### src/rtl/bus_arbiter.sv
// Round-robin arbiter moving one packet per two cycles from device transmit FIFOs to receive FIFOs.
// Optional macro BUS_ARBITER_BROADCAST_EN: destination BROADCAST pushes every device except the sender.
module bus_arbiter #(
  parameter int         DEVICES   = 4,
  parameter int         WIDTH     = 16,
  parameter logic [7:0] BROADCAST = 8'hFF
) (
  input  logic                       clk,
  input  logic                       reset,
  input  logic [DEVICES-1:0]         pndng,
  input  logic [DEVICES*WIDTH-1:0]   d_pop,
  output logic [DEVICES-1:0]         pop,
  output logic [WIDTH-1:0]           d_push,
  output logic [DEVICES-1:0]         push,
  output logic [7:0]                 drop_cnt
);

  localparam int GW = $clog2(DEVICES);

  typedef enum logic {IDLE, SEND} state_t;

  state_t             state_q, state_d;
  logic [GW-1:0]      last_grant_q, last_grant_d;
  logic [GW-1:0]      rr_grant, rr_idx;
  logic               rr_found;
  logic [WIDTH-1:0]   word_q, word_d;
  logic [WIDTH-1:0]   d_push_q, d_push_d;
  logic [DEVICES-1:0] pop_q, pop_d;
  logic [DEVICES-1:0] push_q, push_d;
  logic [7:0]         drop_q, drop_d;
  logic [7:0]         dest;
  logic [DEVICES-1:0] grant_onehot, unicast_mask, dest_mask;
  logic [WIDTH-1:0]   src_word [DEVICES];

  // While in SEND, last_grant_q is the device whose word is held in word_q.
  assign dest = word_q[WIDTH-1 -: 8];

  genvar gi;
  generate
    for (gi = 0; gi < DEVICES; gi++) begin : g_dev
      assign src_word[gi]     = d_pop[gi*WIDTH +: WIDTH];
      assign grant_onehot[gi] = (last_grant_q == GW'(gi));
      assign unicast_mask[gi] = (dest == 8'(gi)) && !grant_onehot[gi];
    end
  endgenerate

  // Circular search starting one past the previous winner.
  always_comb begin
    rr_grant = last_grant_q;
    rr_idx   = last_grant_q;
    rr_found = 1'b0;
    for (int k = 1; k <= DEVICES; k++) begin
      rr_idx = GW'((int'(last_grant_q) + k) % DEVICES);
      if (!rr_found && pndng[rr_idx]) begin
        rr_found = 1'b1;
        rr_grant = rr_idx;
      end
    end
  end

  always_comb begin
`ifdef BUS_ARBITER_BROADCAST_EN
    if (dest == BROADCAST) dest_mask = ~grant_onehot;
    else                   dest_mask = unicast_mask;
`else
    if (dest == BROADCAST) dest_mask = '0;
    else                   dest_mask = unicast_mask;
`endif
  end

  always_comb begin
    state_d      = state_q;
    last_grant_d = last_grant_q;
    word_d       = word_q;
    pop_d        = '0;
    push_d       = '0;
    d_push_d     = '0;
    drop_d       = drop_q;
    case (state_q)
      IDLE: begin
        if (|pndng) begin
          state_d      = SEND;
          last_grant_d = rr_grant;
          word_d       = src_word[rr_grant];
          pop_d        = DEVICES'(1) << rr_grant;
        end
      end
      SEND: begin
        state_d = IDLE;
        push_d  = dest_mask;
        if (|dest_mask) d_push_d = word_q;
        else if (drop_q != 8'hFF) drop_d = drop_q + 8'd1;
      end
      default: state_d = IDLE;
    endcase
  end

  always_ff @(posedge clk) begin
    if (reset) begin
      state_q      <= IDLE;
      last_grant_q <= GW'(DEVICES - 1);
      word_q       <= '0;
      pop_q        <= '0;
      push_q       <= '0;
      d_push_q     <= '0;
      drop_q       <= '0;
    end else begin
      state_q      <= state_d;
      last_grant_q <= last_grant_d;
      word_q       <= word_d;
      pop_q        <= pop_d;
      push_q       <= push_d;
      d_push_q     <= d_push_d;
      drop_q       <= drop_d;
    end
  end

  assign pop      = pop_q;
  assign push     = push_q;
  assign d_push   = d_push_q;
  assign drop_cnt = drop_q;

endmodule

### config.mk
export PLATFORM = sky130hd
export DESIGN_NAME = bus_arbiter
export DESIGN_NICKNAME = d
export VERILOG_FILES = /design/src/rtl/bus_arbiter.sv
export SDC_FILE = /design/constraint.sdc
export NUM_CORES = 1
export LEC_CHECK = 0
export BUFFER_PORTS_ARGS = -buffer_cell sky130_fd_sc_hd__buf_2
export CORE_MARGIN = 2
export CORE_UTILIZATION = 53
export CTS_BUF_LIST = sky130_fd_sc_hd__clkbuf_4 sky130_fd_sc_hd__clkbuf_8
export CTS_CLUSTER_DIAMETER = 40
export DETAILED_ROUTE_END_ITERATION = 16
export GPL_ROUTABILITY_DRIVEN = 0
export PLACE_DENSITY = 0.87
export SYNTH_ARGS = -nofsm -noshare
export SYNTH_HDL_FRONTEND = slang
export SYNTH_SLANG_ARGS = --single-unit
### constraint.sdc
create_clock -name clk -period 5.2 [get_ports clk]
set_input_delay 1.3 -clock clk [delete_from_list [all_inputs] [get_ports clk]]
set_output_delay 1.3 -clock clk [all_outputs]
set_load 0.05 [all_outputs]
==> metrics.md, run 1 <==
| Metric | Value |
|---|---|
| Run status | `finished, final reports clean` |
| Setup repair after global routing missed its margin | `false` |
| IO Pins | `between 100 and 150` |
| Nets@finish | `402` |
| Area of the die | `roughly 5100 um^2` |
| Number of enable flip-flop cells after synthesis | `0` |
| First-pass GRT wire length | `approximately 8600 um` |
| Via density | `about 5.5` |
| Remaining antenna violation count | `0` |
| Worst setup skew after layout | `between 0.007 and 0.008 ns` |
| Root buffer cell | `sky130_fd_sc_hd__clkbuf_8` |
| Commonest non-fill, non-tap cells in the layout | `sky130_fd_sc_hd__buf_2, sky130_fd_sc_hd__dfxtp_1, sky130_fd_sc_hd__mux2i_1, sky130_fd_sc_hd__nand2_1, sky130_fd_sc_hd__nor2_1` |
| Kind of end point of the critical path | `register` |
| GRT Max-Usage Layer | `met2` |
| Sink count of the clock tree | `51` |
| Met1 track demand over resource | `between 20% and 30%` |
| Rel. slew slack | `29.7%` |
| Transition at the pin with the smallest max-transition slack | `between 1 and 1.5 ns` |
| Total routing usage reported by global routing | `a little over a fifth` |
| Crit path depth | `6` |
| Post-Syn Instances | `226` |
| H-Tree Depth | `2` |
| Synth warnings | `0` |
| Count of buffers inserted at the top-level ports | `between 100 and 150` |
| Insertion delay to the later sink of the worst-skew pair | `0.29 ns` |
| Number of global-route vias before repair | `just under 2000` |
| TNS Setup | `0 ns` |
| Pin count of the biggest net entering global routing | `37` |
| Worst-case clock buffer depth | `2` |
| Detailed router's first-iteration violation count | `93` |
| Number of pins exceeding their max-slew limit in the final report | `0` |
| Crit path from | `pndng[3]` |
| Cell Pwr Density | `about 350 nW/um^2` |
| Post-CTS Setup Bufs | `0` |
| Crit path setup slack, layout | `between 2 and 2.5 ns` |
| Worst Hold Class | `register to register` |
| Grt total ovfl | `0` |
| Hold Startpoint | `word_q[6]` |
| Worst R2R Setup Slack | `about 2.1 ns` |
| Leading register cell type out of synthesis | `sky130_fd_sc_hd__dfxtp_1` |
| Post-synth top area cell | `sky130_fd_sc_hd__dfxtp_1` |
| Maximum fanout along the worst path | `36` |
| Vias post-DR | `approximately 2100` |
| Total detailed-routing wirelength | `5420 um` |
| Floorplan die width | `around 70 um` |
| Diodes inserted | `0` |
| Critical path's largest stage delay | `0.93 ns` |
| Std-Cell Core Area | `approximately 4400 um^2` |
| Crit path cell chain | `buf_2 -> or2_1 -> a31oi_1 -> o2111a_2 -> mux2i_1 -> o221ai_2` |
| Count of standard-cell rows | `24` |
| Number of remaining DRC errors | `0` |
| Setup crit end | `word_q[12]` |
| Req. time, crit path | `around 5.3 ns` |
| Max-cap check violation count | `0` |
| Height of the die | `slightly above 70 um` |
| Clock tree from TritonCTS | `built` |
| Crit path launch type | `input pin` |
| Fillers | `about 360` |
| Critical R2R Capture | `word_q[12]` |
| Share of the yosys chip area belonging to registers | `between 40% and 50%` |
| Post-synth top area share | `about 42%` |
| Number of antenna violations at the first check in global routing | `0` |
| Cell type group with the largest total delay on the critical path | `compound AO/OA/AOI/OAI gates` |
| Clock slew at the register clock pins of the worst setup and hold paths | `0.09 ns` |
| Netlist cell types | `50` |
| Num CTS Buffers | `5` |
| Global-route track usage on met2 | `around 37%` |
| Source of the worst register-to-register timing path | `last_grant_q[0]` |
| Share of layout cells above drive strength 1 | `between 30% and 40%` |
| Bufs and invs on worst path | `1` |
| Half-perimeter wire length of the detailed placement result | `4020 um` |
| Leakage power | `between 1 and 1.5 nW` |
| Worst setup path category | `input pin to register` |
| Final worst path period need | `about 3.1 ns` |
| Fmax | `roughly 320 MHz` |
| Critical-path cell with the highest stage delay | `sky130_fd_sc_hd__o2111a_2` |
| Post-synth ARST share | `0%` |
| Number of detailed-routing iterations run before antenna repair | `4` |
| Final number of setup-violating endpoints | `0` |
| Area of the mapped netlist | `approximately 2400 um^2` |
| Number of buffers inserted for hold repair after clock tree synthesis | `0` |
| Share of the cycle needed by the critical path after routing | `about 60%` |
| Routed wirelength normalized by instance count | `14.3 um` |
| Starting utilization of the core area | `55.3%` |
| Number of hold-slack violations in the final timing report | `0` |
| Worst slack after detailed placement | `~1.8 ns` |
| Number of cells upsized or downsized after cts | `0` |
| Leading cell type in the layout, fill and taps excluded | `sky130_fd_sc_hd__buf_2` |
| Worst IR drop on VDD | `slightly below 300 uV` |
| Area growth, synth to finish | `23.6%` |
| Met3 global-route usage | `about 3.1%` |
| Register bit count reported by yosys | `51` |
| Cell types occupying the most area after synthesis | `sky130_fd_sc_hd__dfxtp_1, sky130_fd_sc_hd__mux2i_1, sky130_fd_sc_hd__o221ai_2` |
| Mean Syn Cell Area | `between 10 and 15 um^2` |
| Worst reg2reg path depth | `7` |
| Critical Path AT | `between 3 and 4 ns` |
[cells in the mapped netlist (2+ instances only)]
master                      n
sky130_fd_sc_hd__inv_1      2
sky130_fd_sc_hd__nor3b_1    2
sky130_fd_sc_hd__o221ai_2   8
sky130_fd_sc_hd__clkbuf_1   2
sky130_fd_sc_hd__o221ai_1   8
sky130_fd_sc_hd__nor2_1    15
sky130_fd_sc_hd__a211o_1    2
sky130_fd_sc_hd__a31oi_1    2
sky130_fd_sc_hd__mux2_1     2
sky130_fd_sc_hd__inv_2      2
sky130_fd_sc_hd__nand2b_1   2
sky130_fd_sc_hd__buf_6      5
sky130_fd_sc_hd__xnor2_1    7
sky130_fd_sc_hd__nor4_1     3
sky130_fd_sc_hd__nor4b_1    5
sky130_fd_sc_hd__a21oi_1    2
sky130_fd_sc_hd__nand2_1   21
sky130_fd_sc_hd__nor3_1     5
sky130_fd_sc_hd__ha_1       5
sky130_fd_sc_hd__dfxtp_1   51
sky130_fd_sc_hd__or4_1      2
sky130_fd_sc_hd__mux2i_1   33
sky130_fd_sc_hd__buf_4      3
sky130_fd_sc_hd__and2_1    10
sky130_fd_sc_hd__nand3_1    2
[worst min-delay path by stage]
stage               slack (ns)   endpoint  cells past startpoint
global placement          0.43  word_q[3]                      2
finish                    0.46  d_push[6]                      1
CTS                       0.46  d_push[6]                      1
global route              0.48  d_push[4]                      1
floorplan                 0.42  word_q[0]                      2
detailed placement        0.44  d_push[6]                      1
[registers in the layout, indices dropped and copies added, names as in the netlist]
register,cells
d_push,16
word_q,16
drop_cnt,8
pop,4
push,4
last_grant_q,2
state_q,1
[logic make-up (layout without fill, tap and decap cells)]
| group | count (synthesis) | count (layout) | share of synthesized area [%] |
|---|---|---|---|
| xor gates and xnor gates | 7 | 7 | 2.53 |
| AOI/OAI and AO/OA | 30 | 30 | 12.3 |
| adders and majority gates | 5 | 5 | 2.58 |
| and+or+nand+nor | 79 | 79 | 18.9 |
| buffers and inverters | 16 | 112 | 5.01 |
| other | 1 | 6 | 0.155 |
| DFF | 51 | 51 | 42.1 |
| muxes | 37 | 37 | 16.4 |
[through the flow]
step	hold WS (ns)	cell area [um^2]	std cells	total power, mW	util (%)
finish	0.455	2990	379	1.05	68.3
CTS	0.459	2990	379	1.06	68.3
floorplan	0.424	2440	231	0.781	-
detailed placement	0.438	2910	372	0.839	66.3
global placement	0.434	2910	372	0.828	66.3
global route	0.482	2990	379	1.10	68.3
[area by class of cell]
| cell class | instances | area (um^2) | area share [%] |
|---|---|---|---|
| tap | 52 | 65.1 | 2.17 |
| multi-input combinational | 164 | 1300 | 43.4 |
| clock buffer | 6 | 82.6 | 2.76 |
| timing repair buffer | 101 | 505 | 16.9 |
| inverter | 4 | 15.0 | 0.501 |
| clock inverter | 1 | 5.00 | 0.167 |
| sequential | 51 | 1020 | 34.1 |
[power by group]
part | internal [mW] | switching (mW) | leakage [nW] | total (mW)
Sequential | 0.433 | 0.0347 | 0.418 | 0.468
Combinational | 0.155 | 0.206 | 0.980 | 0.361
Clock | 0.105 | 0.116 | 0.0470 | 0.220
[worst reg2reg max path, stage by stage, from the launching register on]
cell	delay, ns
sky130_fd_sc_hd__dfxtp_1	0.59
sky130_fd_sc_hd__inv_1	0.16
sky130_fd_sc_hd__ha_1	0.42
sky130_fd_sc_hd__and3_1	0.22
sky130_fd_sc_hd__a31oi_1	0.14
sky130_fd_sc_hd__o2111a_2	0.93
sky130_fd_sc_hd__mux2i_1	0.35
sky130_fd_sc_hd__o221ai_2	0.13
[layer usage]
metal / up-vias / routed length [um]
li1: 1021 / -
met1: 956 / 2240
met2: 74 / 2720
met3: 15 / 297
met4: 0 / 160
met5: - / 0
(Power assumes the default switching activity.)
==> run 2: changes to the inputs <==
Settings changed: CORE_UTILIZATION 53 to 49, PLACE_DENSITY 0.87 to 0.82.
Clock period 5.2 ns to 3.02 ns, I/O delays scaled along.
==> run 2 against run 1 <==
Compared with the run above: critical path depth up 1; total power up 76%; sequential cell count unchanged; core utilization down 4.2 points; sequential power up 72%; worst hold slack better by 0.0044 ns; register-to-register slack worse by 1.8 ns; first-iteration DRC count down 24%; critical endpoint is now word_q[1]; global-route usage down 1.7 points; combinational power up 77%; final area up 1.8%; largest power group unchanged; cell count up 5.0%.
==> metrics.md, run 2 (synthesized netlist as in run 1, its figures left out) <==
| Metric | Value |
|---|---|
| Count of standard-cell rows | `25 (was 24)` |
| Post-CTS Setup Bufs | `0 (unchanged)` |
| Req. time, crit path | `3.16 ns (was 5.34 ns)` |
| Number of global-route vias before repair | `1890 (was 1949)` |
| Worst hold endpoint | `d_push[0] (was d_push[6])` |
| Maximum fanout along the worst path | `18 (was 36)` |
| Clock slew at the register clock pins of the worst setup and hold paths | `0.09 ns (about the same)` |
| Leading cell type in the layout, fill and taps excluded | `sky130_fd_sc_hd__buf_2 (unchanged)` |
| Clock tree from TritonCTS | `built (unchanged)` |
| Total detailed-routing wirelength | `5300 um (was 5420 um)` |
| Height of the die | `74.3 um (was 71.6 um)` |
| Switching power of the nets | `644 uW (was 357 uW)` |
| Cell Pwr Density | `607 nW/um^2 (was 351 nW/um^2)` |
| Critical R2R Capture | `word_q[1] (was word_q[12])` |
| Fmax | `between 300 and 400 MHz` |
| Share of layout cells above drive strength 1 | `40.2% (was 39.4%)` |
| Worst IR drop on VDD | `320 uV (was 290 uV)` |
| Transition at the pin with the smallest max-transition slack | `0.940 ns (was 1.05 ns)` |
| Starting utilization of the core area | `50.9% (was 55.3%)` |
| Area growth, synth to finish | `25.8% (was 23.6%)` |
| Number of hold-slack violations in the final timing report | `0 (unchanged)` |
| Nets@finish | `405 (was 402)` |
| Detailed router's first-iteration violation count | `71 (was 93)` |
| Leakage power | `1.46 nW (was 1.45 nW)` |
| Grt total ovfl | `0 (unchanged)` |
| Max-cap check violation count | `0 (unchanged)` |
| Final hold slack | `0.460 ns (was 0.455 ns)` |
| Critical Path AT | `2.80 ns (was 3.24 ns)` |
| Diodes inserted | `0 (unchanged)` |
| Count of buffers inserted at the top-level ports | `101 (unchanged)` |
| Net Sw Frac | `34.8% (was 34.0%)` |
| Number of detailed-routing iterations run before antenna repair | `4 (unchanged)` |
| Remaining antenna violation count | `0 (unchanged)` |
| Post-layout power | `1.85 mW (was 1.05 mW)` |
| Worst setup path category | `register to register (was input pin to register)` |
| Internal | `1.21 mW (was 693 uW)` |
| Hold Startpoint | `word_q[0] (was word_q[6])` |
| Source of the worst register-to-register timing path | `last_grant_q[0] (unchanged)` |
| Rel. slew slack | `37.4% (was 29.7%)` |
| Clock power frac | `22.1% (was 21.0%)` |
| Floorplan die width | `74.3 um (was 71.6 um)` |
| Std-Cell Core Area | `4750 um^2 (was 4380 um^2)` |
| Number of remaining DRC errors | `0 (unchanged)` |
| Final number of setup-violating endpoints | `0 (unchanged)` |
| IO Pins | `102 (unchanged)` |
| Min-Delay Path Depth | `1 (unchanged)` |
| Via density | `5.15 (was 5.45)` |
| Number of cells upsized or downsized after cts | `0 (unchanged)` |
| Run status | `finished, final reports clean (unchanged)` |
| Number of pins exceeding their max-slew limit in the final report | `0 (unchanged)` |
| Worst R2R Setup Slack | `0.36 ns (was 2.11 ns)` |
| Num CTS Buffers | `5 (unchanged)` |
| Sink count of the clock tree | `51 (unchanged)` |
| Kind of end point of the critical path | `register (unchanged)` |
| Crit path launch type | `register (was input pin)` |
| Routed wirelength normalized by instance count | `13.3 um (was 14.3 um)` |
| Root buffer cell | `sky130_fd_sc_hd__clkbuf_8 (unchanged)` |
| Half-perimeter wire length of the detailed placement result | `4030 um (was 4020 um)` |
| First-pass GRT wire length | `8160 um (was 8590 um)` |
| Pin count of the biggest net entering global routing | `20 (was 37)` |
| Area of the die | `5520 um^2 (was 5130 um^2)` |
| Commonest non-fill, non-tap cells in the layout | `sky130_fd_sc_hd__buf_2, sky130_fd_sc_hd__dfxtp_1, sky130_fd_sc_hd__mux2i_1, sky130_fd_sc_hd__nand2_1, sky130_fd_sc_hd__nor2_1 (unchanged)` |
| Setup repair after global routing missed its margin | `false (unchanged)` |
| Number of buffers inserted for hold repair after clock tree synthesis | `0 (unchanged)` |
| Sequential group share of total power | `43.4% (was 44.6%)` |
| Total routing usage reported by global routing | `19.2% (was 21.0%)` |
| Worst Hold Class | `register to register (unchanged)` |
| Worst setup skew after layout | `0.00971 ns (was 0.00725 ns)` |
| Vias post-DR | `2051 (was 2066)` |
| H-Tree Depth | `2 (unchanged)` |
| Final worst path period need | `roughly 2.7 ns` |
| Share of the core filled with cells | `64.1% (was 68.3%)` |
| Comb power frac | `34.5% (was 34.4%)` |
| Share of the cycle needed by the critical path after routing | `between 80% and 90%` |
| Insertion delay to the later sink of the worst-skew pair | `0.30 ns (was 0.29 ns)` |
| Worst reg2reg path depth | `7 (unchanged)` |
| TNS Setup | `0 ns (unchanged)` |
| Worst-case clock buffer depth | `2 (unchanged)` |
| Number of antenna violations at the first check in global routing | `0 (unchanged)` |
## run 2: cell types whose count changed in the layout (fill, tap and decap cells not counted), sizes merged
cell	change
buf	+3
clkinvlp	+1
## run 2: layer usage
| layer | routed length (um) | share of wire [%] | track usage [%] |
|---|---|---|---|
| met1 | 2250 | 42 | 23.5 |
| met2 | 2640 | 50 | 33.6 |
| met3 | 320 | 6.0 | 3.79 |
| met4 | 94 | 1.8 | 7.34 |
| met5 | 0 | 0 | 0 |
## run 2: cell type report
class                   instances  area [um^2]
repair buffers                104          528
well taps                      67         83.8
flip-flops and latches         51         1020
fillers                       418         1710
clock buffers                   6         82.6
clock inverters                 2         16.3
inverters                       4         15.0
multi-input cells             164         1300
## run 2: power by group through the flow
| stage | Combinational (mW) | Sequential (mW) | Clock [mW] |
|---|---|---|---|
| after floorplan | 0.472 | 0.872 | 0 |
| after global placement | 0.624 | 0.814 | 0 |
| after detailed placement | 0.640 | 0.817 | 0 |
| after CTS | 0.643 | 0.802 | 0.418 |
| after global routing | 0.686 | 0.814 | 0.450 |
| final | 0.638 | 0.803 | 0.409 |
## run 2: stage by stage
stage | setup WS, ns | instance area (um^2) | std cells
6_report | 0.356 | 3050 | 398
3_3_place_gp | 0.475 | 2950 | 390
3_5_place_dp | 0.362 | 2950 | 390
4_1_cts | 0.349 | 3050 | 398
2_1_floorplan | 0.693 | 2440 | 231
5_1_grt | 0.168 | 3050 | 398
## run 2: worst max-delay path, stage by stage (launching register included)
cell,delay [ns]
sky130_fd_sc_hd__dfxtp_1,0.58
sky130_fd_sc_hd__inv_1,0.14
sky130_fd_sc_hd__ha_1,0.41
sky130_fd_sc_hd__mux2_1,0.23
sky130_fd_sc_hd__o22a_2,0.13
sky130_fd_sc_hd__nor2_2,0.04
sky130_fd_sc_hd__o21ai_2,0.76
sky130_fd_sc_hd__o221ai_1,0.21
## run 2: worst max path at each step
stage / start / endpoint / slack (ns) / depth (start not counted)
after floorplan: last_grant_q[0] / word_q[13] / 0.69 / 11
after global placement: last_grant_q[0] / word_q[15] / 0.48 / 7
after detailed placement: last_grant_q[0] / word_q[1] / 0.36 / 7
after CTS: last_grant_q[0] / word_q[1] / 0.35 / 7
after global routing: last_grant_q[0] / word_q[5] / 0.17 / 7
final: last_grant_q[0] / word_q[1] / 0.36 / 7
